### config.mk
export PLATFORM = sky130hd
export DESIGN_NAME = bcd_serial_subtractor
export DESIGN_NICKNAME = d
export VERILOG_FILES = /design/src/rtl/bcd_pkg.sv /design/src/rtl/bcd_digit_sub.sv /design/src/rtl/bcd_serial_subtractor.sv
export SDC_FILE = /design/constraint.sdc
export NUM_CORES = 1
export LEC_CHECK = 0
export ABC_AREA = 0
export BUFFER_PORTS_ARGS = -buffer_cell sky130_fd_sc_hd__buf_2
export CORE_ASPECT_RATIO = 0.9
export CORE_MARGIN = 2
export CORE_UTILIZATION = 35
export CTS_CLUSTER_SIZE = 25
export DETAILED_ROUTE_END_ITERATION = 7
export GPL_ROUTABILITY_DRIVEN = 0
export SLEW_MARGIN = 20
export SYNTH_ARGS = -nofsm -noshare
export SYNTH_HDL_FRONTEND = slang
export SYNTH_SLANG_ARGS = --single-unit
### constraint.sdc
create_clock -name clk -period 2.8 [get_ports clk]
set_input_delay 0.28 -clock clk [delete_from_list [all_inputs] [get_ports clk]]
set_output_delay 0.28 -clock clk [all_outputs]
set_load 0.1 [all_outputs]
### src/rtl/bcd_pkg.sv
// Shared BCD definitions for the digit-serial arithmetic blocks.
// Digit type, limits, FSM state encoding and a digit range check.
package bcd_pkg;

    localparam int BCD_DIGIT_W = 4;
    localparam logic [BCD_DIGIT_W-1:0] BCD_MAX = 4'd9;

    typedef logic [BCD_DIGIT_W-1:0] bcd_digit_t;

    typedef enum logic [1:0] {
        IDLE = 2'd0,
        RUN  = 2'd1,
        DONE = 2'd2
    } sub_state_t;

    function automatic logic bcd_bad(input bcd_digit_t x);
        return x > BCD_MAX;
    endfunction

endpackage

### src/rtl/bcd_digit_sub.sv
// One BCD digit of subtraction: diff = a - b - bin,
// wrapped back into 0..9 with a borrow when negative.
module bcd_digit_sub
    import bcd_pkg::*;
(
    input  bcd_digit_t a,
    input  bcd_digit_t b,
    input  logic       bin,
    output bcd_digit_t diff,
    output logic       bout
);

    logic [4:0] t;
    logic [4:0] adj;

    // 5-bit signed difference; bit 4 set means the digit went negative
    always_comb begin
        t    = {1'b0, a} - {1'b0, b} - {4'd0, bin};
        adj  = t + 5'd10;
        bout = t[4];
        diff = t[4] ? adj[3:0] : t[3:0];
    end

endmodule

### src/rtl/bcd_serial_subtractor.sv
// Digit-serial packed-BCD subtractor, LSD first, one digit per clock.
// Ten's-complement result with borrow-out; valid/ready on both sides.
module bcd_serial_subtractor
    import bcd_pkg::*;
#(
    parameter int DIGITS = 2,
    parameter int CNT_W  = $clog2(DIGITS + 1)
) (
    input  logic                clk,
    input  logic                rst,
    input  logic                in_valid,
    output logic                in_ready,
    input  logic [4*DIGITS-1:0] a,
    input  logic [4*DIGITS-1:0] b,
    input  logic                bin,
    output logic                out_valid,
    input  logic                out_ready,
    output logic [4*DIGITS-1:0] d,
    output logic                bout,
    output logic                err
);

    localparam int W = 4 * DIGITS;

    sub_state_t       state;
    logic [W-1:0]     ra;
    logic [W-1:0]     rb;
    logic             borrow;
    logic [CNT_W-1:0] cnt;

    bcd_digit_t       da;
    bcd_digit_t       db;
    bcd_digit_t       ddiff;
    logic             dbout;
    logic             bad;
    logic             last;

    // Select the current digit pair from the captured operands
    always_comb begin
        da = '0;
        db = '0;
        for (int i = 0; i < DIGITS; i++) begin
            if (cnt == CNT_W'(i)) begin
                da = ra[i*4 +: 4];
                db = rb[i*4 +: 4];
            end
        end
    end

    // Flag any non-decimal digit in the incoming operands
    always_comb begin
        bad = 1'b0;
        for (int i = 0; i < DIGITS; i++) begin
            if (bcd_bad(a[i*4 +: 4]) || bcd_bad(b[i*4 +: 4]))
                bad = 1'b1;
        end
    end

    assign last = (cnt == CNT_W'(DIGITS - 1));

    bcd_digit_sub u_dsub (
        .a    (da),
        .b    (db),
        .bin  (borrow),
        .diff (ddiff),
        .bout (dbout)
    );

    assign in_ready  = (state == IDLE);
    assign out_valid = (state == DONE);

    // Capture, per-digit iteration and result hold
    always_ff @(posedge clk or posedge rst) begin
        if (rst) begin
            state  <= IDLE;
            ra     <= '0;
            rb     <= '0;
            borrow <= 1'b0;
            cnt    <= '0;
            d      <= '0;
            bout   <= 1'b0;
            err    <= 1'b0;
        end else begin
            unique case (state)
                IDLE: begin
                    if (in_valid) begin
                        ra     <= a;
                        rb     <= b;
                        borrow <= bin;
                        err    <= bad;
                        d      <= '0;
                        bout   <= 1'b0;
                        cnt    <= '0;
                        state  <= RUN;
                    end
                end
                RUN: begin
                    borrow <= dbout;
                    cnt    <= cnt + CNT_W'(1);
                    if (!err) begin
                        for (int i = 0; i < DIGITS; i++) begin
                            if (cnt == CNT_W'(i))
                                d[i*4 +: 4] <= ddiff;
                        end
                    end
                    if (last) begin
                        bout  <= err ? 1'b0 : dbout;
                        state <= DONE;
                    end
                end
                DONE: begin
                    if (out_ready)
                        state <= IDLE;
                end
                default: state <= IDLE;
            endcase
        end
    end

endmodule

# [After elaboration in Yosys (flattened, before gate mapping)]
# Index checks and enable logic that the tools add are counted.
[classes] addsub=4 order_cmp=4 n_eq_ne=8 mux=24 n_reduce_logical=11
[ops] operator="$mux 4" n=7
[ops] operator="$gt 4x4->1 const B" n=4
[ops] operator="$mux 8" n=2
[ops] operator="$pmux 8 s2" n=1
[ops] operator="$mux 2" n=4
[ops] operator="$ne 2x2->1 const B" n=4
[ops] operator="$reduce_and 4->1" n=2
[ops] operator="$mux 1" n=6
[ops] operator="$pmux 2 s3" n=1
[ops] operator="$reduce_and 3->1" n=2
[ops] operator="$sub 4x4->5" n=1
[ops] operator="$sub 5x1->5" n=1
[ops] operator="$add 4x4->4 const B" n=1
[ops] operator="$eq 2x1->1 const B" n=2
[ops] operator="$logic_not 2->1" n=2
[ops] operator="$pmux 1 s2" n=2
[ops] operator="$pmux 2 s2" n=1
[ops] operator="$reduce_and 2->1" n=2
[ops] operator="$add 2x1->2 const B" n=1
[ops] operator="$eq 2x2->1 const B" n=1
[ops] operator="$logic_or 1x1->1" n=2
[ops] operator="$ne 2x1->1 const B" n=1
[ops] operator="$reduce_bool 2->1" n=1
[word_totals] register_bits=31 in_bits=21 output_inout_bits=12 word_cells=60

# [Logic depth before layout (Yosys ltp)]
# Gate-level depths: netlist (run 1).
[depth] ltp_word=10 depth_mapped=15 mapped_depth_nobuf=14

# [By module]
# Synthesis (run 1) repeated with hierarchy kept, for this count alone.
[hier_totals] cells_unflattened=183 area_unflattened_um2=1729.2
[by_module_without_submodules] module="bcd_serial_subtractor" n_inst=1 cells_each=151 area_per_inst_um2=1455.1 seq_area_each_um2=775.7
[by_module_without_submodules] module="bcd_digit_sub" n_inst=1 cells_each=32 area_per_inst_um2=274.0 seq_area_each_um2=0.0

# [Worst setup path after synthesis (run 1)]
# No wires, ideal clock.
[synth_path] path_type="reg2reg" from="register cnt[1]" to="register d[2]" setup_ns=0.129 arrival_time_ns=2.950 t_required_ns=2.671 path_slack_ns=-0.279 stages_incl_launch_ff=14 path_buffers=2 synth_period_minus_slack_ns=3.079 cell_sequence="dfrtp_1 > inv_1 > ha_1 > buf_2 > clkbuf_1 > o21ai_0 > fa_1 > inv_1 > fa_1 > ha_1 > o22ai_1 > o22ai_1 > nor3_1 > o21ai_0"
[synth_via] elab_chain_cells=10 word_cells_on_any_way=15 cone_classes="add/sub (3); eq/ne (2); mux (8); reduce/logical (2)"
[synth_rtl] element="start: declaration" line_no="bcd_serial_subtractor.sv:29" text="logic [CNT_W-1:0] cnt;"
[synth_rtl] element="start signal: assignment" line_no="bcd_serial_subtractor.sv:99" text="cnt <= cnt + CNT_W'(1);"
[synth_rtl] element="$logic_not 2->1" line_no="bcd_serial_subtractor.sv:43, bcd_serial_subtractor.sv:102"
[synth_rtl] element="$mux 4 (2 in series)" line_no="bcd_serial_subtractor.sv:43" text="if (cnt == CNT_W'(i)) begin"
[synth_rtl] element="$sub 4x4->5" line_no="bcd_digit_sub.sv:18" text="t = {1'b0, a} - {1'b0, b} - {4'd0, bin};"
[synth_rtl] element="$sub 5x1->5" line_no="bcd_digit_sub.sv:18"
[synth_rtl] element="$add 4x4->4" line_no="bcd_digit_sub.sv:19" text="adj = t + 5'd10;"
[synth_rtl] element="$mux 4" line_no="bcd_digit_sub.sv:21" text="diff = t[4] ? adj[3:0] : t[3:0];"
[synth_rtl] element="$mux 4" line_no="bcd_serial_subtractor.sv:102" text="if (cnt == CNT_W'(i))"
[synth_rtl] element="$mux 8" line_no="bcd_serial_subtractor.sv:100" text="if (!err) begin"
[synth_rtl] element="$pmux 8 s2" line_no="bcd_serial_subtractor.sv:84" text="unique case (state)"
[synth_rtl] element="end signal: indexed assignment" line_no="bcd_serial_subtractor.sv:103" text="d[i*4 +: 4] <= ddiff;"
[synth_rtl] element="end: declaration" line_no="bcd_serial_subtractor.sv:18" text="output logic [4*DIGITS-1:0] d,"
# Parallel ways exist; a longest one is shown, timed or not. The select of a mux whose other input is x is not followed.
# A chain may end at the register's enable or synchronous reset.

# [Worst setup path in the final report (run 1)]
[layout_path] from="register cnt[0]" to="register d[1]"
# Same word-level chain as after synthesis.

==> results of run 1 <==
kinds of logic after synthesis:
family,Yosys count,share of synthesized area [%]
AND/OR/NAND/NOR,94,24.22
AO/OA/AOI/OAI,38,13.68
flip-flops,31,46.34
buffers and inverters,16,3.811
adder cells (fa/ha/maj),9,7.623
XOR/XNOR,3,2.990
multiplexers,2,1.345
cell usage in the layout, fill, tap and decap left out, types with 2 or more instances in the layout:
cell	n
a21o_1	3
a21oi_1	7
a32o_2	2
buf_2	32
buf_4	7
clkbuf_1	2
clkbuf_8	5
dfrtp_1	31
fa_2	2
ha_1	3
ha_4	3
inv_1	7
inv_2	2
mux2_2	2
nand2_1	70
nand2b_1	2
nand2b_4	2
nor2_1	8
nor2b_1	2
nor3_1	2
o21ai_0	11
o21ai_1	5
o22ai_1	2
per-stage QoR:
step / hold WS (ps) / setup TNS (ps) / worst slack, ps
floorplan: 383.5 / 0 / 14.42
global placement: 381.3 / 0 / 61.36
detailed placement: 384.7 / 0 / 1.701
CTS: 85.94 / 0 / 22.97
global route: 113.3 / -36.73 / -20.08
finish: 75.69 / 0 / 135.1
cells in the mapped netlist, types with 2 or more instances:
library cell  instances
a21o_1                3
a21oi_1               8
a32o_2                2
buf_2                 3
clkbuf_1              4
dfrtp_1              31
fa_1                  2
ha_1                  7
inv_1                 9
mux2_2                2
nand2_1              71
nand2b_1              2
nand2b_4              2
nor2_1                8
nor2b_1               2
nor3_1                3
o21ai_0              14
o21ai_1               3
o22ai_1               2
registers in the layout, summed over array words and instances (netlist names):
signal  count
borrow      1
d           8
state       2
ra          8
rb          8
bout        1
err         1
cnt         2
repair_timing:
item	4_1_cts	5_1_grt
gates resized for setup	1	9
endpoints found under the setup margin	2	6
buffers inserted	0	2
pin swaps	1	1
metal layers:
layer | vias to the layer above | GRT usage, %
met4 | 0 | 6.061
met2 | 37 | 23.68
li1 | 717 | -
met3 | 8 | 3.776
met1 | 596 | 20.56
met5 | - | 0
worst max path at each step:
stage | start | end | slack, ps
final | cnt[0]$_DFFE_PP0P_ | d[1]$_DFFE_PP0P_ | 140
after global routing | cnt[0]$_DFFE_PP0P_ | d[3]$_DFFE_PP0P_ | -20
after CTS | cnt[0]$_DFFE_PP0P_ | d[1]$_DFFE_PP0P_ | 20
after detailed placement | cnt[0]$_DFFE_PP0P_ | d[6]$_DFFE_PP0P_ | 2
after global placement | cnt[1]$_DFFE_PP0P_ | d[2]$_DFFE_PP0P_ | 60
after floorplan | cnt[0]$_DFFE_PP0P_ | d[2]$_DFFE_PP0P_ | 10
cell type report:
class / instances / area (um2)
multi-input combinational: 146 / 894.6
sequential: 31 / 775.7
timing repair buffer: 40 / 224.0
fill: 476 / 2431
clock inverter: 1 / 5.005
tap: 62 / 77.57
inverter: 9 / 33.78
clock buffer: 7 / 76.32
critical path, delay by kind of cell, from the launching register on:
kind                       cells  cell delay, ps
DFF                            1             430
adders and majority gates      3             720
buffers and inverters          2             150
and+or+nand+nor                3             410
xor gates and xnor gates       1             130
AOI/OAI and AO/OA              3             710
==> results.rst, run 1 <==
.. list-table::
   :header-rows: 1

   * - Metric
     - Value
   * - Status
     - complete, no violations
   * - Final max-slew violation count
     - 0
   * - Clock tree skew after final layout
     - ~2.1 ps
   * - Average cell area after synthesis
     - between 8 and 9 um2
   * - Worst reg-to-reg path cell count
     - 12
   * - Crit path launch type
     - flop
   * - Avg Vias per Cell
     - between 4 and 5
   * - Antenna violations before repair
     - 0
   * - Startpoint of the worst register-to-register path
     - cnt[0]$_DFFE_PP0P_
   * - Wire length of the first global-routing pass
     - 6444 um
   * - Clock transition at path regs
     - 60 ps
   * - Cell taking the most area after synthesis
     - dfrtp_1
   * - Area delta synth->final
     - 24.66%
   * - Buffer type at the clock tree root
     - clkbuf_8
   * - Post-Syn Area
     - 0.001674 mm2
   * - Number of standard cells in the final layout excluding fillers
     - 296
   * - Worst R2R End
     - d[1]$_DFFE_PP0P_
   * - Overflow left after global routing
     - 0
   * - Critical path, cell by cell
     - inv_2 > ha_4 > nand2_1 > o21ai_2 > fa_2 > inv_1 > fa_2 > nand2b_4 > a211o_1 > and2_4 > xnor2_2 > a32o_2
   * - Cell occurring most often along the worst timing path
     - fa_2
   * - Max FO, Critical Path
     - 4
   * - Max-cap check violation count
     - 0
   * - Post-synth top area share
     - between 40 and 50%
   * - Hold WC Path Type
     - primary input to async pin
   * - Post-route ant nets
     - 0
   * - Top area cells in the synthesized netlist
     - dfrtp_1 (46%), nand2_1 (16%), ha_1 (5.2%)
   * - Total clock sinks
     - 31
   * - Routed metal-1 wire length
     - 1865 um
   * - Pin count of the biggest net entering global routing
     - 32
   * - DRC marker count from the first detailed-route iteration
     - 41
   * - Io pins
     - 33
   * - Number of global-route vias before repair
     - about 1400
   * - Post-synth ARST share
     - 100.0%
   * - Number of standard cells after synthesis
     - 193
   * - Synthesized netlist net count
     - around 220
   * - CP peak stage delay
     - 430 ps
   * - Register bit count reported by yosys
     - 31
   * - Post-placement cell area
     - 0.001941 mm2
   * - Post-route core utilization
     - 46.19%
   * - Fmax achieved
     - 375.3 MHz
   * - Number of enable-type register cells in the synthesized netlist
     - 0
   * - Number of distinct standard cells referenced by the synthesized netlist
     - 34
   * - Total Die Area
     - 0.005353 mm2
   * - Placed instance count
     - roughly 290
   * - Slack of the worst reg-to-reg path
     - 140 ps
   * - Crit. End Element
     - flop
   * - Total track usage
     - 15.32%
   * - Worst slew slack as a fraction of its limit
     - 67.36%
   * - Final hold violations
     - 0
   * - IO Port Bufs
     - 32
   * - Sum of net half-perimeters after detailed placement
     - 2703 um
   * - Required time of the critical path
     - 2970 ps
   * - H-tree levels
     - 2
   * - Number of nets in the layout
     - 263
   * - Ys flop type
     - dfrtp_1
   * - Average detailed-routed wire length per instance
     - about 12 um
   * - Minimum period implied by the final worst setup slack
     - 2665 ps
   * - Type of the setup path with the least slack
     - flop to flop
   * - Worst Max-Slew Pin Slew
     - about 490 ps
   * - Setup repair after global routing missed its margin
     - yes
   * - Starting density of the core
     - 37.05%
   * - # hold bufs at CTS
     - 0
   * - Total vias in the final route
     - about 1400
   * - Met3 WL post-DR
     - between 150 and 200 um
   * - CTS buffer count
     - 5
   * - Maximum clock insertion buffer count
     - 2
   * - Clock tree from TritonCTS
     - yes
   * - Chip width
     - 76.90 um
   * - N_diodes
     - 0
   * - Sum of met2 wire segment lengths after detailed routing
     - 1516 um
   * - Worst endpoint data arrival time
     - 2830 ps
   * - Number of setup violations in the final report
     - 0
   * - Proportion of layout cells with a drive suffix above 1
     - 29.49%
   * - Slowest cell on the critical path
     - dfrtp_1
   * - Highest routing layer actually used
     - met4
   * - Overall die height
     - 69.61 um
   * - Number of design rule violations left after detail routing
     - 0
   * - Summed area of non-filler cells in the final layout
     - 0.002087 mm2
   * - Worst-Skew Late Latency
     - 280 ps
   * - Number of synthesis warnings
     - 0
   * - First-pass detailed-route iteration total
     - 4
   * - Period Utilization, post-route
     - 95.17%
   * - Rows
     - 23
   * - Sequential share of the synthesized area
     - 46.34%
   * - Overall routed net length
     - 3626 um
   * - Placeable core region
     - about 0.0045 mm2
Power of run 1 is not shown: default switching activity piles up to over one toggle a cycle in this logic, so the estimate is an artifact.
==> run 2, diff against run 1 <==
Settings changed: ABC_AREA 0 to 1, SYNTH_HIERARCHICAL set to 1.
==> results.rst, run 2 <==
.. list-table::
   :header-rows: 1

   * - Metric
     - Value
   * - Status
     - complete, no violations
   * - Post-Syn Area
     - 0.001851 mm2
   * - Most used standard cell by instance count after synthesis
     - nand2_1
   * - Area delta synth->final
     - 20.01%
   * - Ys flop type
     - dfrtp_1
   * - Hold WC Path Type
     - primary input to async pin
   * - Average cell area after synthesis
     - about 8.2 um2
   * - Clock tree from TritonCTS
     - yes
   * - Number of enable-type register cells in the synthesized netlist
     - 0
   * - IO Port Bufs
     - 32
   * - Antenna violations before repair
     - 0
   * - CTS buffer count
     - 5
   * - Worst endpoint data arrival time
     - 2790 ps
   * - Summed area of non-filler cells in the final layout
     - 0.002221 mm2
   * - Final max-slew violation count
     - 0
   * - Post-synth ARST share
     - 100.0%
   * - Worst-Skew Late Latency
     - 280 ps
   * - Fillers
     - 547
   * - Crit. End Element
     - flop
   * - Pin count of the biggest net entering global routing
     - 32
   * - Worst slew slack as a fraction of its limit
     - 67.90%
   * - Placeable core region
     - 0.005161 mm2
   * - Maximum clock insertion buffer count
     - 2
   * - Sum of net half-perimeters after detailed placement
     - 2846 um
   * - Setup repair after global routing missed its margin
     - no
   * - Number of synthesis warnings
     - 6
   * - Avg Vias per Cell
     - 4.588
   * - Total clock sinks
     - 31
   * - Number of design rule violations left after detail routing
     - 0
   * - Fmax achieved
     - 387.0 MHz
   * - Number of standard cells after synthesis
     - 226
   * - Sequential share of the synthesized area
     - 41.92%
   * - Commonest cells post-synth
     - nand2_1 (73), dfrtp_1 (31), inv_1 (30)
   * - Total Die Area
     - 0.005885 mm2
   * - Total track usage
     - roughly 15%
   * - Number of global-route vias before repair
     - roughly 1500
   * - Type of the setup path with the least slack
     - flop to flop
   * - Minimum period implied by the final worst setup slack
     - 2584 ps
   * - Max-cap check violation count
     - 0
   * - Clock tree skew after final layout
     - 6.436 ps
   * - Post-placement cell area
     - 0.002078 mm2
   * - Slowest cell on the critical path
     - dfrtp_1
   * - Total vias in the final route
     - 1537
   * - Cell taking the most area after synthesis
     - dfrtp_1
   * - Critical path, cell by cell
     - inv_2 > ha_4 > nand2_2 > o22ai_2 > inv_1 > fa_2 > fa_1 > inv_1 > nand2_2 > nand2_4 > nand3_2 > nand2_4 > inv_1 > nor2_2 > nand2_1 > a21oi_2
   * - Crit path launch type
     - flop
   * - Io pins
     - 33
   * - N_diodes
     - 0
   * - Final hold violations
     - 0
   * - Synthesized netlist net count
     - about 260
   * - Most frequent cells in the layout
     - nand2_1 (72), buf_2 (32), dfrtp_1 (31)
   * - Aggregate negative setup slack
     - 0 ps
   * - CP peak stage delay
     - 420 ps
   * - Top area cells in the synthesized netlist
     - dfrtp_1 (42%), nand2_1 (15%), ha_1 (6.1%)
   * - Clock transition at path regs
     - 70 ps
   * - Max FO, Critical Path
     - 4
   * - Post-route ant nets
     - 0
   * - Number of distinct standard cells referenced by the synthesized netlist
     - 25
   * - First-pass detailed-route iteration total
     - 4
   * - DRC marker count from the first detailed-route iteration
     - 50
   * - Number of nets in the layout
     - ~300
   * - Proportion of layout cells with a drive suffix above 1
     - 30.60%
   * - Overflow left after global routing
     - 0
   * - Period Utilization, post-route
     - 92.29%
   * - Required time of the critical path
     - 3010 ps
   * - Leading registers by flop count
     - d (8), ra (8), rb (8)
   * - Average detailed-routed wire length per instance
     - ~11 um
   * - Number of setup violations in the final report
     - 0
   * - Buffer type at the clock tree root
     - clkbuf_8
   * - Cell occurring most often along the worst timing path
     - inv_1
   * - H-tree levels
     - 2
   * - Chip width
     - roughly 80 um
   * - Overall routed net length
     - between 3000 and 4000 um
   * - Starting density of the core
     - 35.85%
   * - Leading cell type in the layout, fill and taps excluded
     - nand2_1
   * - Rows
     - 25
   * - Wire length of the first global-routing pass
     - between 6000 and 7000 um
   * - Register bit count reported by yosys
     - 31
   * - Worst Max-Slew Pin Slew
     - 484.8 ps
   * - Overall die height
     - 72.98 um
   * - Post-synth top area share
     - 41.92%
run 2: metal layers:
metal | vias up | share of wire (%) | wire (um) | track usage (%)
met4 | 0 | 1.6 | 59 | 6.215
met1 | 707 | 48 | 1787 | 20.08
met3 | 5 | 5.2 | 193 | 3.342
li1 | 786 | - | - | -
met5 | - | 0 | 0 | 0
met2 | 39 | 46 | 1704 | 22.78
run 2: area by class of cell:
class                           count  area, um2  share of cell area [%]
Clock inverter                      1      5.005                  0.2254
Timing Repair Buffer               38      205.2                   9.239
Multi-Input combinational cell    158      945.9                   42.59
Inverter                           33      128.9                   5.803
Sequential cell                    31      775.7                   34.93
Clock buffer                        7      76.32                   3.437
Tap cell                           67      83.83                   3.775
run 2: metrics by stage:
| stage | hold WS [ps] | util, % | cells | worst slack, ps |
|---|---|---|---|---|
| 2_1_floorplan | 376.6 | - | 226 | 124.3 |
| 3_3_place_gp | 376.6 | 40.27 | 324 | 87.61 |
| 3_5_place_dp | 381.4 | 40.27 | 324 | 42.38 |
| 4_1_cts | 70.65 | 41.84 | 332 | 11.91 |
| 5_1_grt | 103.5 | 43.03 | 335 | 24.78 |
| 6_report | 66.84 | 43.03 | 335 | 215.8 |
run 2: logic make-up after synthesis:
logic type | Yosys count | synth area share, %
fa+ha+maj | 11 | 8.249
flops | 31 | 41.92
simple gates | 120 | 31.10
xor+xnor | 1 | 0.4734
compound gates | 26 | 9.195
buf+inv | 37 | 9.060
run 2: path summary, 6_finish.rpt:
| path | from | endpoint | slack (ps) | cells after the start |
|---|---|---|---|---|
| worst max-delay path | cnt[0]$_DFFE_PP0P_ | bout$_DFFE_PP0P_ | 220 | 16 |
| min in group clk | out_ready | state[1]$_DFFE_PP0P_ | 180 | 2 |
| worst max register to register | cnt[0]$_DFFE_PP0P_ | bout$_DFFE_PP0P_ | 220 | 16 |
| worst min register to register | d[2]$_DFFE_PP0P_ | d[2]$_DFFE_PP0P_ | 460 | 2 |
| max in group asynchronous | rst | rb[2]$_DFFE_PP0P_ | 2440 | 3 |
| worst min-delay path | rst | borrow$_DFFE_PP0P_ | 70 | 3 |
run 2: critical path: cells and delay by family (launching register included):
kind            cells  cell delay, ps
fa+ha+maj           3             940
simple gates        7             590
flops               1             420
buf+inv             4             330
compound gates      2             250
run 2: timing repair:
action | 4_1_cts | 5_1_grt
buffers inserted | 0 | 3
endpoints found under the setup margin | 0 | 8
hold buffers | 0 | 0
resized for setup | 0 | 10
hold endpoints to repair | 0 | 0
Power of run 2 is left out for the same reason.
==> run 3, diff against run 2 <==
Settings changed: ABC_AREA 1 to not set.
==> results.rst, run 3 <==
.. list-table::
   :header-rows: 1

   * - Metric
     - Value
   * - Placed instance count
     - 288
   * - Overall routed net length
     - 3603 um
   * - Synth Area in Adders
     - between 8 and 9%
   * - Status
     - complete, but fails checks
   * - Total Die Area
     - 0.005519 mm2
   * - Wire length of the first global-routing pass
     - roughly 6300 um
   * - IO Port Bufs
     - 32
   * - Post-synthesis mux area share
     - 0.8683%
   * - Top area cells in the synthesized netlist
     - dfrtp_1 (45%), nand2_1 (13%), ha_1 (6.5%)
   * - Chip width
     - 78.09 um
   * - Clock transition at path regs
     - 60 ps
   * - Worst Max-Slew Pin Slew
     - 772.4 ps
   * - Crit path launch type
     - flop
   * - Family of cells with the greatest summed delay on the critical path
     - adder cells
   * - Total vias in the final route
     - 1381
   * - Cell taking the most area after synthesis
     - dfrtp_1
   * - Overall die height
     - 70.68 um
   * - Slack of the worst reg-to-reg path
     - -100 ps
   * - Register bit count reported by yosys
     - 31
   * - Number of nets in the layout
     - 265
   * - Most frequent cells in the layout
     - nand2_1 (60), buf_2 (32), dfrtp_1 (31)
   * - Worst endpoint data arrival time
     - roughly 3100 ps
   * - Avg Vias per Cell
     - 4.634
   * - Sequential share of the synthesized area
     - 44.86%
   * - Total clock sinks
     - 31
   * - Synthesized netlist net count
     - 215
   * - Average detailed-routed wire length per instance
     - about 12 um
   * - Number of global-route vias before repair
     - 1311
   * - Most used standard cell by instance count after synthesis
     - nand2_1
   * - Maximum clock insertion buffer count
     - 2
   * - Leading registers by flop count
     - d (8), ra (8), rb (8)
   * - Number of design rule violations left after detail routing
     - 0
   * - Worst slew slack as a fraction of its limit
     - 48.45%
   * - Pin count of the biggest net entering global routing
     - 32
   * - Antenna violations before repair
     - 0
   * - Leading cell type in the layout, fill and taps excluded
     - nand2_1
   * - H-tree levels
     - 2
   * - Clock tree skew after final layout
     - ~2.3 ps
   * - Post-synth ARST share
     - 100.0%
   * - Aggregate negative setup slack
     - -359.3 ps
   * - Io pins
     - 33
   * - DRC marker count from the first detailed-route iteration
     - 58
   * - CP peak stage delay
     - 410 ps
   * - First-pass detailed-route iteration total
     - 4
   * - Required time of the critical path
     - 2970 ps
   * - Overflow left after global routing
     - 0
   * - Worst R2R End
     - d[6]$_DFFE_PP0P_
   * - Setup repair after global routing missed its margin
     - yes
   * - Slowest cell on the critical path
     - dfrtp_1
   * - Average cell area after synthesis
     - 9.449 um2
   * - Final hold violations
     - 0
   * - Hold WC Path Type
     - primary input to async pin
   * - Number of enable-type register cells in the synthesized netlist
     - 0
   * - Final max-slew violation count
     - 0
   * - Sum of net half-perimeters after detailed placement
     - between 2000 and 3000 um
   * - Area delta synth->final
     - 28.36%
   * - Rows
     - 24
   * - Placeable core region
     - ~0.0048 mm2
   * - Number of standard cells in the final layout excluding fillers
     - 298
   * - Number of distinct standard cells referenced by the synthesized netlist
     - 34
   * - Minimum period implied by the final worst setup slack
     - about 2900 ps
   * - Number of standard cells after synthesis
     - 183
   * - Critical path, cell by cell
     - inv_2 > ha_4 > nor2b_4 > a22o_1 > fa_2 > fa_2 > nand2b_4 > a211o_1 > and2_4 > mux2_4 > a22o_1
   * - N_diodes
     - 0
   * - Post-route ant nets
     - 0
   * - Fraction of synthesized cell area in xor and xnor cells
     - 2.533%
   * - Number of setup violations in the final report
     - 4
   * - Violated checks
     - negative setup slack
   * - Crit. End Element
     - flop
   * - Max FO, Critical Path
     - 3
   * - Worst reg-to-reg path cell count
     - 11
   * - Simple-gate share of the synthesized area
     - 23.59%
   * - Clock tree from TritonCTS
     - yes
   * - Fmax achieved
     - 344.5 MHz
   * - Period Utilization, post-route
     - 103.7%
   * - Total track usage
     - 14.57%
   * - Worst-Skew Late Latency
     - 280 ps
   * - Buffer type at the clock tree root
     - clkbuf_8
   * - # hold bufs at CTS
     - 0
   * - Starting density of the core
     - a little over a third
   * - Max-cap check violation count
     - 0
   * - Largest family of logic cells by synthesized area
     - simple AND/OR/NAND/NOR gates
   * - Number of synthesis warnings
     - 6
   * - Post-synth top area share
     - 44.86%
   * - Type of the setup path with the least slack
     - flop to flop
   * - Proportion of layout cells with a drive suffix above 1
     - 35.62%
   * - Post-Syn Area
     - 0.001729 mm2
   * - Count of buffering cells on the critical path with inverters included
     - 1
   * - Startpoint of the worst register-to-register path
     - cnt[0]$_DFFE_PP0P_
   * - CTS buffer count
     - 5
   * - Ys flop type
     - dfrtp_1
   * - Minimum setup slack in the final design
     - -102.8 ps
   * - Commonest cells post-synth
     - nand2_1 (61), dfrtp_1 (31), inv_1 (13)
   * - Post-synthesis compound-gate area fraction
     - 13.68%
-- run 3: cell count changes in the layout (fill, tap and decap cells not counted), sizes merged, moves of 2 or more --
cell    change
nor2       -10
a22o       +11
nand2b      +3
buf        +11
nand2      -27
nor3b       +3
xnor2       +3
o22ai       -3
nand3      -16
and2        +2
nor2b       +4
o21ai       -5
inv        -20
nand3b      +2
-- run 3: area by class of cell --
class / count / area, um2
clock buffers: 6 / 82.58
clock inverters: 1 / 5.005
fillers: 495 / 2585
inverters: 13 / 51.30
multi-input cells: 133 / 932.1
flip-flops and latches: 31 / 775.7
well taps: 65 / 81.33
repair buffers: 49 / 291.5
-- run 3: kinds of logic (layout without fill, tap and decap cells) --
logic type                 Yosys count  after routing
AOI/OAI and AO/OA                   34             34
and+or+nand+nor                     82             82
DFF                                 31             31
buffers and inverters               19             69
adders and majority gates           11             11
xor gates and xnor gates             5              5
muxes                                1              1
-- run 3: metrics by stage --
stage / cell area (um2) / util, % / worst slack [ps] / hold WS [ps]
3_3_place_gp: 2044 / 42.55 / -59.51 / 381.2
3_5_place_dp: 2044 / 42.55 / -128.2 / 388.0
5_1_grt: 2220 / 46.20 / -206.2 / 108.1
6_report: 2220 / 46.20 / -102.8 / 71.23
4_1_cts: 2147 / 44.69 / -147.0 / 79.10
2_1_floorplan: 1767 / - / -128.0 / 383.5
-- run 3: worst min-delay path, cell delays in order --
cell	delay, ps
buf_2	90
inv_1	40
buf_4	350
-- run 3: layer usage --
layer	track usage (%)	part of all wire, %	vias up
met4	5.848	1.3	0
met1	20.83	51	632
li1	-	-	708
met5	0	0	-
met2	20.88	43	36
met3	4.082	5.3	5
-- run 3: how the worst max path moves through the flow --
stage	from	endpoint	cells after the start
floorplan	cnt[0]$_DFFE_PP0P_	d[6]$_DFFE_PP0P_	11
global placement	cnt[0]$_DFFE_PP0P_	d[6]$_DFFE_PP0P_	11
detailed placement	cnt[0]$_DFFE_PP0P_	d[6]$_DFFE_PP0P_	11
CTS	cnt[1]$_DFFE_PP0P_	d[6]$_DFFE_PP0P_	11
global route	cnt[0]$_DFFE_PP0P_	d[6]$_DFFE_PP0P_	13
finish	cnt[0]$_DFFE_PP0P_	d[6]$_DFFE_PP0P_	11
-- run 3: repair_timing --
item | in CTS | in global routing
resized for setup | 2 | 13
setup buffers | 1 | 2
setup endpoints to repair | 8 | 8
pin swaps | 1 | 6
Power of run 3 is left out for the same reason.
